==> src/rtl/psum_pkg.sv <==
// psum_pkg: shared FSM state type, sticky error bit positions and lane saturating add
package psum_pkg;

    typedef enum logic [1:0] {IDLE, ACCUM, DRAIN} state_e;

    localparam int ERR_OVF = 0;
    localparam int ERR_VAL = 1;
    localparam int ERR_CFG = 2;

    // Operands arrive sign-extended to int; the result is clamped to a bw-bit signed range.
    function automatic int sat_add(input int a, input int b, input int bw);
        int s;
        int hi;
        int lo;
        s  = a + b;
        hi = (1 << (bw - 1)) - 1;
        lo = -(1 << (bw - 1));
        return (s > hi) ? hi : ((s < lo) ? lo : s);
    endfunction

endpackage

==> src/rtl/psum_sdp_ram.sv <==
// psum_sdp_ram: simple dual-port RAM, one write port and one registered read port
//   clk_i     clock
//   we_i      write enable, waddr_i/wdata_i write address/data
//   re_i      read enable, raddr_i read address, rdata_o read data one cycle later
module psum_sdp_ram #(
    parameter int WIDTH = 32,
    parameter int DEPTH = 64,
    parameter int AW    = 6
) (
    input  logic             clk_i,
    input  logic             we_i,
    input  logic [AW-1:0]    waddr_i,
    input  logic [WIDTH-1:0] wdata_i,
    input  logic             re_i,
    input  logic [AW-1:0]    raddr_i,
    output logic [WIDTH-1:0] rdata_o
);

    logic [WIDTH-1:0] mem [DEPTH];

    // A read and a write to the same address on one edge return the old contents.
    always_ff @(posedge clk_i) begin
        if (we_i) mem[waddr_i] <= wdata_i;
        if (re_i) rdata_o <= mem[raddr_i];
    end

endmodule

==> src/rtl/psum_accum_line_buffer.sv <==
// psum_accum_line_buffer: accumulates one line of multi-lane psums over several passes, then drains it
//   clk, rst                     clock, synchronous active-high reset
//   cfg_line_len, cfg_num_pass   line length and pass count, sampled on i_start
//   i_start                      begin a new line (IDLE only)
//   i_psum, i_psum_val           engine psum beat and per-lane valid
//   o_res, o_res_val, i_res_rdy  valid/ready result stream
//   o_busy, o_done, o_err        status: busy, one-cycle done pulse, sticky {cfg, val_mismatch, overflow}
module psum_accum_line_buffer
    import psum_pkg::*;
#(
    parameter int BIT_WIDTH  = 8,
    parameter int NUM_KERNEL = 4,
    parameter int LINE_DEPTH = 64,
    parameter int ADDR_W     = 6,
    parameter int PASS_W     = 4
) (
    input  logic                             clk,
    input  logic                             rst,
    input  logic [ADDR_W:0]                  cfg_line_len,
    input  logic [PASS_W-1:0]                cfg_num_pass,
    input  logic                             i_start,
    input  logic [BIT_WIDTH*NUM_KERNEL-1:0]  i_psum,
    input  logic [NUM_KERNEL-1:0]            i_psum_val,
    output logic [BIT_WIDTH*NUM_KERNEL-1:0]  o_res,
    output logic                             o_res_val,
    input  logic                             i_res_rdy,
    output logic                             o_busy,
    output logic                             o_done,
    output logic [2:0]                       o_err
);

    localparam int DW = BIT_WIDTH * NUM_KERNEL;
    localparam logic [ADDR_W:0] DEPTH_L = (ADDR_W + 1)'(LINE_DEPTH);

    state_e            state_q, state_d;
    logic [ADDR_W:0]   len_q, len_d, addr_q, addr_d, pcnt_q, pcnt_d;
    logic [PASS_W-1:0] pass_q, pass_d, npass_q, npass_d;
    logic [2:0]        err_q, err_d;
    logic              done_q, done_d;

    logic              s1_val_q, s1_first_q, s1_last_q;
    logic [ADDR_W-1:0] s1_addr_q;
    logic [DW-1:0]     s1_data_q;
    logic              s2_val_q;
    logic [ADDR_W-1:0] s2_addr_q;
    logic [DW-1:0]     s2_data_q;

    logic              r_val_q;
    logic [1:0]        cnt_q, cnt_d, wpos;
    logic [DW-1:0]     sk0_q, sk0_d, sk1_q, sk1_d;

    logic              accept, wrap, last_beat, cfg_ok, pop, pop_sk, push, drain_rd;
    logic [DW-1:0]     rdata, base, wdata;

    // After the final beat is accepted the line is closed; later valid beats count as overflow.
    assign accept    = state_q == ACCUM && !s1_last_q && &i_psum_val;
    assign wrap      = addr_q == len_q - 1'b1;
    assign last_beat = wrap && pass_q == npass_q - 1'b1;
    assign cfg_ok    = cfg_line_len != '0 && cfg_line_len <= DEPTH_L;

    assign o_res_val = cnt_q != 2'd0 || r_val_q;
    assign o_res     = cnt_q != 2'd0 ? sk0_q : (r_val_q ? rdata : '0);
    assign o_busy    = state_q != IDLE;
    assign o_done    = done_q;
    assign o_err     = err_q;

    assign pop    = o_res_val && i_res_rdy;
    assign pop_sk = pop && cnt_q != 2'd0;
    assign push   = r_val_q && !(pop && cnt_q == 2'd0);
    assign cnt_d  = cnt_q - 2'(pop_sk) + 2'(push);
    assign wpos   = cnt_q - 2'(pop_sk);
    // Only issue a read when the data returning next cycle is guaranteed a skid slot.
    assign drain_rd = state_q == DRAIN && addr_q != len_q && cnt_d != 2'd2;

    // Back-to-back hits on one address see stale RAM data; take the value just written instead.
    assign base = (s2_val_q && s2_addr_q == s1_addr_q) ? s2_data_q : rdata;

    psum_sdp_ram #(.WIDTH(DW), .DEPTH(LINE_DEPTH), .AW(ADDR_W)) u_ram (
        .clk_i   (clk),
        .we_i    (s1_val_q),
        .waddr_i (s1_addr_q),
        .wdata_i (wdata),
        .re_i    (accept || drain_rd),
        .raddr_i (addr_q[ADDR_W-1:0]),
        .rdata_o (rdata)
    );

    always_comb begin
        wdata = s1_data_q;
        for (int k = 0; k < NUM_KERNEL; k++)
            if (!s1_first_q)
                wdata[k*BIT_WIDTH +: BIT_WIDTH] = BIT_WIDTH'(sat_add(
                    int'($signed(base[k*BIT_WIDTH +: BIT_WIDTH])),
                    int'($signed(s1_data_q[k*BIT_WIDTH +: BIT_WIDTH])), BIT_WIDTH));
    end

    always_comb begin
        sk0_d = pop_sk ? sk1_q : sk0_q;
        if (push && wpos == 2'd0) sk0_d = rdata;
        sk1_d = (push && wpos == 2'd1) ? rdata : sk1_q;
    end

    always_comb begin
        state_d = state_q;
        len_d   = len_q;
        npass_d = npass_q;
        addr_d  = addr_q;
        pass_d  = pass_q;
        pcnt_d  = pcnt_q;
        err_d   = err_q;
        done_d  = 1'b0;
        if (state_q == IDLE && i_start) begin
            if (cfg_ok) begin
                state_d = ACCUM;
                len_d   = cfg_line_len;
                npass_d = cfg_num_pass == '0 ? PASS_W'(1) : cfg_num_pass;
                addr_d  = '0;
                pass_d  = '0;
                pcnt_d  = '0;
                err_d   = '0;
            end else begin
                err_d[ERR_CFG] = 1'b1;
            end
        end
        if (accept) begin
            addr_d = wrap ? '0 : addr_q + 1'b1;
            pass_d = wrap ? pass_q + 1'b1 : pass_q;
        end
        if (state_q == ACCUM && s1_val_q && s1_last_q) state_d = DRAIN;
        if (drain_rd) addr_d = addr_q + 1'b1;
        if (pop) begin
            pcnt_d = pcnt_q + 1'b1;
            if (pcnt_q == len_q - 1'b1) begin
                state_d = IDLE;
                done_d  = 1'b1;
            end
        end
        if (state_q == ACCUM && |i_psum_val && !(&i_psum_val)) err_d[ERR_VAL] = 1'b1;
        if ((state_q != ACCUM || s1_last_q) && |i_psum_val) err_d[ERR_OVF] = 1'b1;
    end

    always_ff @(posedge clk) begin
        if (rst) begin
            state_q    <= IDLE;
            len_q      <= '0;
            npass_q    <= '0;
            addr_q     <= '0;
            pass_q     <= '0;
            pcnt_q     <= '0;
            err_q      <= '0;
            done_q     <= 1'b0;
            s1_val_q   <= 1'b0;
            s1_first_q <= 1'b0;
            s1_last_q  <= 1'b0;
            s1_addr_q  <= '0;
            s1_data_q  <= '0;
            s2_val_q   <= 1'b0;
            s2_addr_q  <= '0;
            s2_data_q  <= '0;
            r_val_q    <= 1'b0;
            cnt_q      <= '0;
            sk0_q      <= '0;
            sk1_q      <= '0;
        end else begin
            state_q    <= state_d;
            len_q      <= len_d;
            npass_q    <= npass_d;
            addr_q     <= addr_d;
            pass_q     <= pass_d;
            pcnt_q     <= pcnt_d;
            err_q      <= err_d;
            done_q     <= done_d;
            s1_val_q   <= accept;
            s1_first_q <= pass_q == '0;
            s1_last_q  <= accept && last_beat;
            s1_addr_q  <= addr_q[ADDR_W-1:0];
            s1_data_q  <= i_psum;
            s2_val_q   <= s1_val_q;
            s2_addr_q  <= s1_addr_q;
            s2_data_q  <= wdata;
            r_val_q    <= drain_rd;
            cnt_q      <= cnt_d;
            sk0_q      <= sk0_d;
            sk1_q      <= sk1_d;
        end
    end

endmodule

==> config.mk <==
export PLATFORM = sky130hd
export DESIGN_NAME = psum_accum_line_buffer
export DESIGN_NICKNAME = d
export VERILOG_FILES = /design/src/rtl/psum_pkg.sv /design/src/rtl/psum_sdp_ram.sv /design/src/rtl/psum_accum_line_buffer.sv
export SDC_FILE = /design/constraint.sdc
export NUM_CORES = 2
export LEC_CHECK = 0
export BUFFER_PORTS_ARGS = -buffer_cell sky130_fd_sc_hd__buf_2
export CAP_MARGIN = 20
export CORE_UTILIZATION = 57
export CTS_CLUSTER_DIAMETER = 50
export CTS_CLUSTER_SIZE = 12
export DETAILED_ROUTE_END_ITERATION = 7
export HOLD_SLACK_MARGIN = 0.15
export PLACE_DENSITY = 0.76
export REMOVE_ABC_BUFFERS = 1
export SYNTH_ARGS = -nofsm -noshare
export SYNTH_HDL_FRONTEND = slang
export SYNTH_SLANG_ARGS = --single-unit
==> constraint.sdc <==
create_clock -name clk -period 6.4 [get_ports clk]
set_clock_uncertainty 0.05 [all_clocks]
set_input_delay 0.64 -clock clk [delete_from_list [all_inputs] [get_ports clk]]
set_output_delay 0.64 -clock clk [all_outputs]
set_load 0.05 [all_outputs]
==> results.md <==
* Run status: complete, but fails checks
* Failing checks: DRC
* Asr flop ratio synth at 0
* Pin count of the biggest net entering global routing at 108
* Number of antenna violations at the first check in global routing at 2
* Via count of the first global-routing pass at 46.64k
* H-tree levels at 4
* Launching point of the worst reg2reg path: s1_addr_q[1]$_SDFF_PP0_
* Worst slew margin relative to its limit at 0.2059
* Setup repair after global routing missed its margin: false
* Library cells used by synthesis at 71
* Area added between synthesis and finish at 12.17%
* Height of the chip at around 400 µm
* Worst vdd ir at 0.2911 mV
* Wire length of the first global-routing pass at 342600 µm
* Final hold viol count at 0
* Leading post-synthesis cells by instance count: sky130_fd_sc_hd__edfxtp_1, sky130_fd_sc_hd__mux4_2, sky130_fd_sc_hd__nor2_1
* Critical Path Slowest Stage Cell: sky130_fd_sc_hd__a21oi_4
* Critical path startpoint category: flop
* Fraction of final layout cells with drive strength greater than 1 at 0.2594
* Worst Min Path Start: i_start
* Total Nets Final at 4819
* Most common cell in the netlist: sky130_fd_sc_hd__edfxtp_1
* Final-report setup violation count at 0
* GRT Residual Overflow at 0
* Slowest Stage Delay on Critical Path at ~0.8 ns
* Maxcap violations at 0
* Clk Latency, worst-skew pair at between 0.8 and 0.9 ns
* Final GP Congestion at 0.8694
* Transition at the pin with the smallest max-transition slack at 1.189 ns
* Fmax at 179.4 MHz
* Number of routed nets with antenna violations at 0
* Initial detailed-routing violation count at 7393
* Fraction of the yosys area taken by sequential cells at 0.7436
* Die footprint at 157500 µm²
* Site row count at about 140
* Total of warnings raised by yosys at 0
* Synthesized netlist cell count at 4463
* Wirelength, routed at roughly 240000 µm
* Nature of the critical path endpoint: flop
* Leakage at 31.02 nW
* Final Max Tran Viols at 0
* Required @ worst endpoint at 7.02 ns
* Die span in x at a little under 400 µm
* Via-to-Cell Ratio at 6.962
* Number of clock sinks at 2262
* Global Route Usage Sum at 0.3116
* Highest net fanout along the worst path at 45
* Root buf cell: sky130_fd_sc_hd__clkbuf_16
* Count of TritonRoute iterations in the first routing pass at 8
* CTS Hold Bufs at 47
* Kind of critical path: reg -> reg
* Average wire per standard cell at 35.54 µm
* DRC violations left at 11
* Overall via count from detail_route at 47.81k
* Synthesis-stage register bit count at roughly 2.3k
* Cell mode on critical path: sky130_fd_sc_hd__buf_4
* Number of top-level design ports at approximately 90
* Gates resized, CTS repair at 0
* Post-Syn Area at ~89000 µm²
* Leading post-synthesis cells by cell area: sky130_fd_sc_hd__edfxtp_1, sky130_fd_sc_hd__mux4_2, sky130_fd_sc_hd__dfxtp_1, sky130_fd_sc_hd__mux2i_1, sky130_fd_sc_hd__nor2_1
* Port buffer count at just under 90
* Total power divided by cell area at 293.4 nW/µm²
* Maximum buffer depth of the clock tree at 3
* Top_reg_cell synth: sky130_fd_sc_hd__edfxtp_1
* Initial standard-cell utilization of the core at 0.5757
* Cell Chain, Critical Path: xnor2_1, nand4_1, nor4_2, buf_4, buf_4, mux2_2, inv_1, fa_1, nand3b_1, a21boi_0, nor3_1, a221o_1, maj3_1, a21oi_4, buf_4
* Synth top area share at 0.7026
* Most area-hungry cell type in the Yosys netlist: sky130_fd_sc_hd__edfxtp_1
* Avg Cell Area, Syn at 19.92 µm²
* Clock-pin transition on the worst setup and hold timing paths at 0.06 ns
* Worst hold slack after final layout at 0.1934 ns
* Dpl hpwl at ~130000 µm
* Number of buffers inserted during clock tree synthesis at 215
* Pwr Total at 29.26 mW
* Final Critical Period at 5.575 ns
* TritonCTS clock tree: yes
* Core area at 154400 µm²
* Post-CTS setup buffers at 0
* Path category of the worst min-delay check: in -> reg
* Worst setup startpoint: s1_addr_q[1]$_SDFF_PP0_
* Period utilisation layout at 0.8711
* Final core utilization at 0.6458
* Count of flip-flops with a built-in enable after synthesis at 2080
* Arrival time of data at the critical path endpoint at slightly above 6 ns
## cells by family (layout without fill, tap and decap cells)
group,Yosys count,count (layout),share of synthesized area
flops,2262,2262,0.7436
mux,743,743,0.1641
simple gates,665,665,0.03498
compound gates,379,379,0.02864
buf+inv,287,646,0.01338
fa+ha+maj,70,70,0.009571
xor+xnor,57,57,0.005771
other cells,0,1,0
## where the power goes
group / switching (mW) / leakage [nW] / total, mW / internal (mW)
combinational: 0.803 / 7.75 / 1.06 / 0.260
sequential: 0.0411 / 20.3 / 16.5 / 16.5
clock: 5.22 / 3.01 / 11.7 / 6.48
## per-stage QoR
| step | setup slack [ns] | cell area, µm² | TNS (ns) | std cells |
|---|---|---|---|---|
| after floorplan | -16.64 | 87850 | -5044.51 | 4213 |
| after global placement | 1.149 | 92980 | 0 | 6497 |
| after detailed placement | 1.043 | 93000 | 0 | 6498 |
| after CTS | 0.9781 | 99680 | 0 | 6864 |
| after global routing | 0.5552 | 99720 | 0 | 6867 |
| final | 0.8249 | 99720 | 0 | 6867 |
## worst max-delay path, delay by kind of cell, from the launching register on
| kind | cells | cell delay [ns] |
|---|---|---|
| fa+ha+maj | 2 | 0.87 |
| compound gates | 3 | 1.68 |
| flops | 1 | 0.63 |
| mux | 1 | 0.18 |
| buf+inv | 4 | 1.12 |
| simple gates | 4 | 0.62 |
| xor+xnor | 1 | 0.17 |
## cells in the final DEF (no fill, tap or decap), types with 10 or more instances in the layout
cell and instances:
sky130_fd_sc_hd__nor2_4 62, sky130_fd_sc_hd__a21o_1 13, sky130_fd_sc_hd__buf_2 87, sky130_fd_sc_hd__mux2i_1 115
sky130_fd_sc_hd__nand2b_1 10, sky130_fd_sc_hd__nand4_1 15, sky130_fd_sc_hd__xnor2_1 25, sky130_fd_sc_hd__dlygate4sd3_1 47
sky130_fd_sc_hd__clkbuf_1 64, sky130_fd_sc_hd__a211oi_1 65, sky130_fd_sc_hd__buf_12 17, sky130_fd_sc_hd__inv_1 34
sky130_fd_sc_hd__nand3_1 57, sky130_fd_sc_hd__xor2_1 31, sky130_fd_sc_hd__mux2_2 63, sky130_fd_sc_hd__nor2b_1 91
sky130_fd_sc_hd__a221oi_1 12, sky130_fd_sc_hd__buf_4 138, sky130_fd_sc_hd__edfxtp_1 2080, sky130_fd_sc_hd__nor3_1 18
sky130_fd_sc_hd__nor2_1 155, sky130_fd_sc_hd__clkbuf_16 224, sky130_fd_sc_hd__a21oi_4 22, sky130_fd_sc_hd__a21oi_1 92
sky130_fd_sc_hd__mux4_2 565, sky130_fd_sc_hd__a22oi_1 20, sky130_fd_sc_hd__dfxtp_1 177, sky130_fd_sc_hd__maj3_1 22
sky130_fd_sc_hd__nand2_1 183, sky130_fd_sc_hd__o21ai_0 43, sky130_fd_sc_hd__o22ai_1 20, sky130_fd_sc_hd__a311oi_1 35
sky130_fd_sc_hd__ha_1 44
## cell type report
type                            count  area (µm²)
Sequential cell                  2262       66120
Fill cell                        9771       54690
Multi-Input combinational cell   1914       22400
Clock buffer                      293        5908
Tap cell                         2044        2557
Timing Repair Buffer              290        2293
Clock inverter                     26       296.5
Inverter                           37       142.6
Antenna cell                        1       2.502
## per-layer routing
| metal | routed length [µm] | share of wire | GRT usage | vias to the layer above |
|---|---|---|---|---|
| li1 | - | - | - | 18731 |
| met1 | 86410 | 0.35 | 0.4325 | 24661 |
| met2 | 114200 | 0.47 | 0.4826 | 3788 |
| met3 | 30390 | 0.12 | 0.05864 | 626 |
| met4 | 13090 | 0.054 | 0.1495 | 0 |
| met5 | 0 | 0 | 0 | - |
## registers in the layout, summed over array words and instances, names as in the netlist
name,cells
state_q,2
sk1_q,32
o_done,1
u_ram.mem,2048
sk0_q,32
s1_first_q,1
s1_val_q,1
addr_q,7
s2_data_q,32
s2_addr_q,6
s1_addr_q,6
s2_val_q,1
o_err,3
pcnt_q,7
len_q,7
pass_q,4
cnt_q,2
s1_last_q,1
npass_q,4
u_ram.rdata_o,32
r_val_q,1
s1_data_q,32
## worst paths after layout
kind	endpoint	slack [ns]	cells past startpoint
setup / recovery	u_ram.mem[12][18]$_DFFE_PP_	0.82	15
hold / removal	o_err[2]$_SDFFE_PP0P_	0.19	4
setup reg to reg	u_ram.mem[12][18]$_DFFE_PP_	0.82	15
hold reg to reg	o_err[1]$_SDFFE_PP0P_	0.42	2
Power figures use the tool's default switching activity.
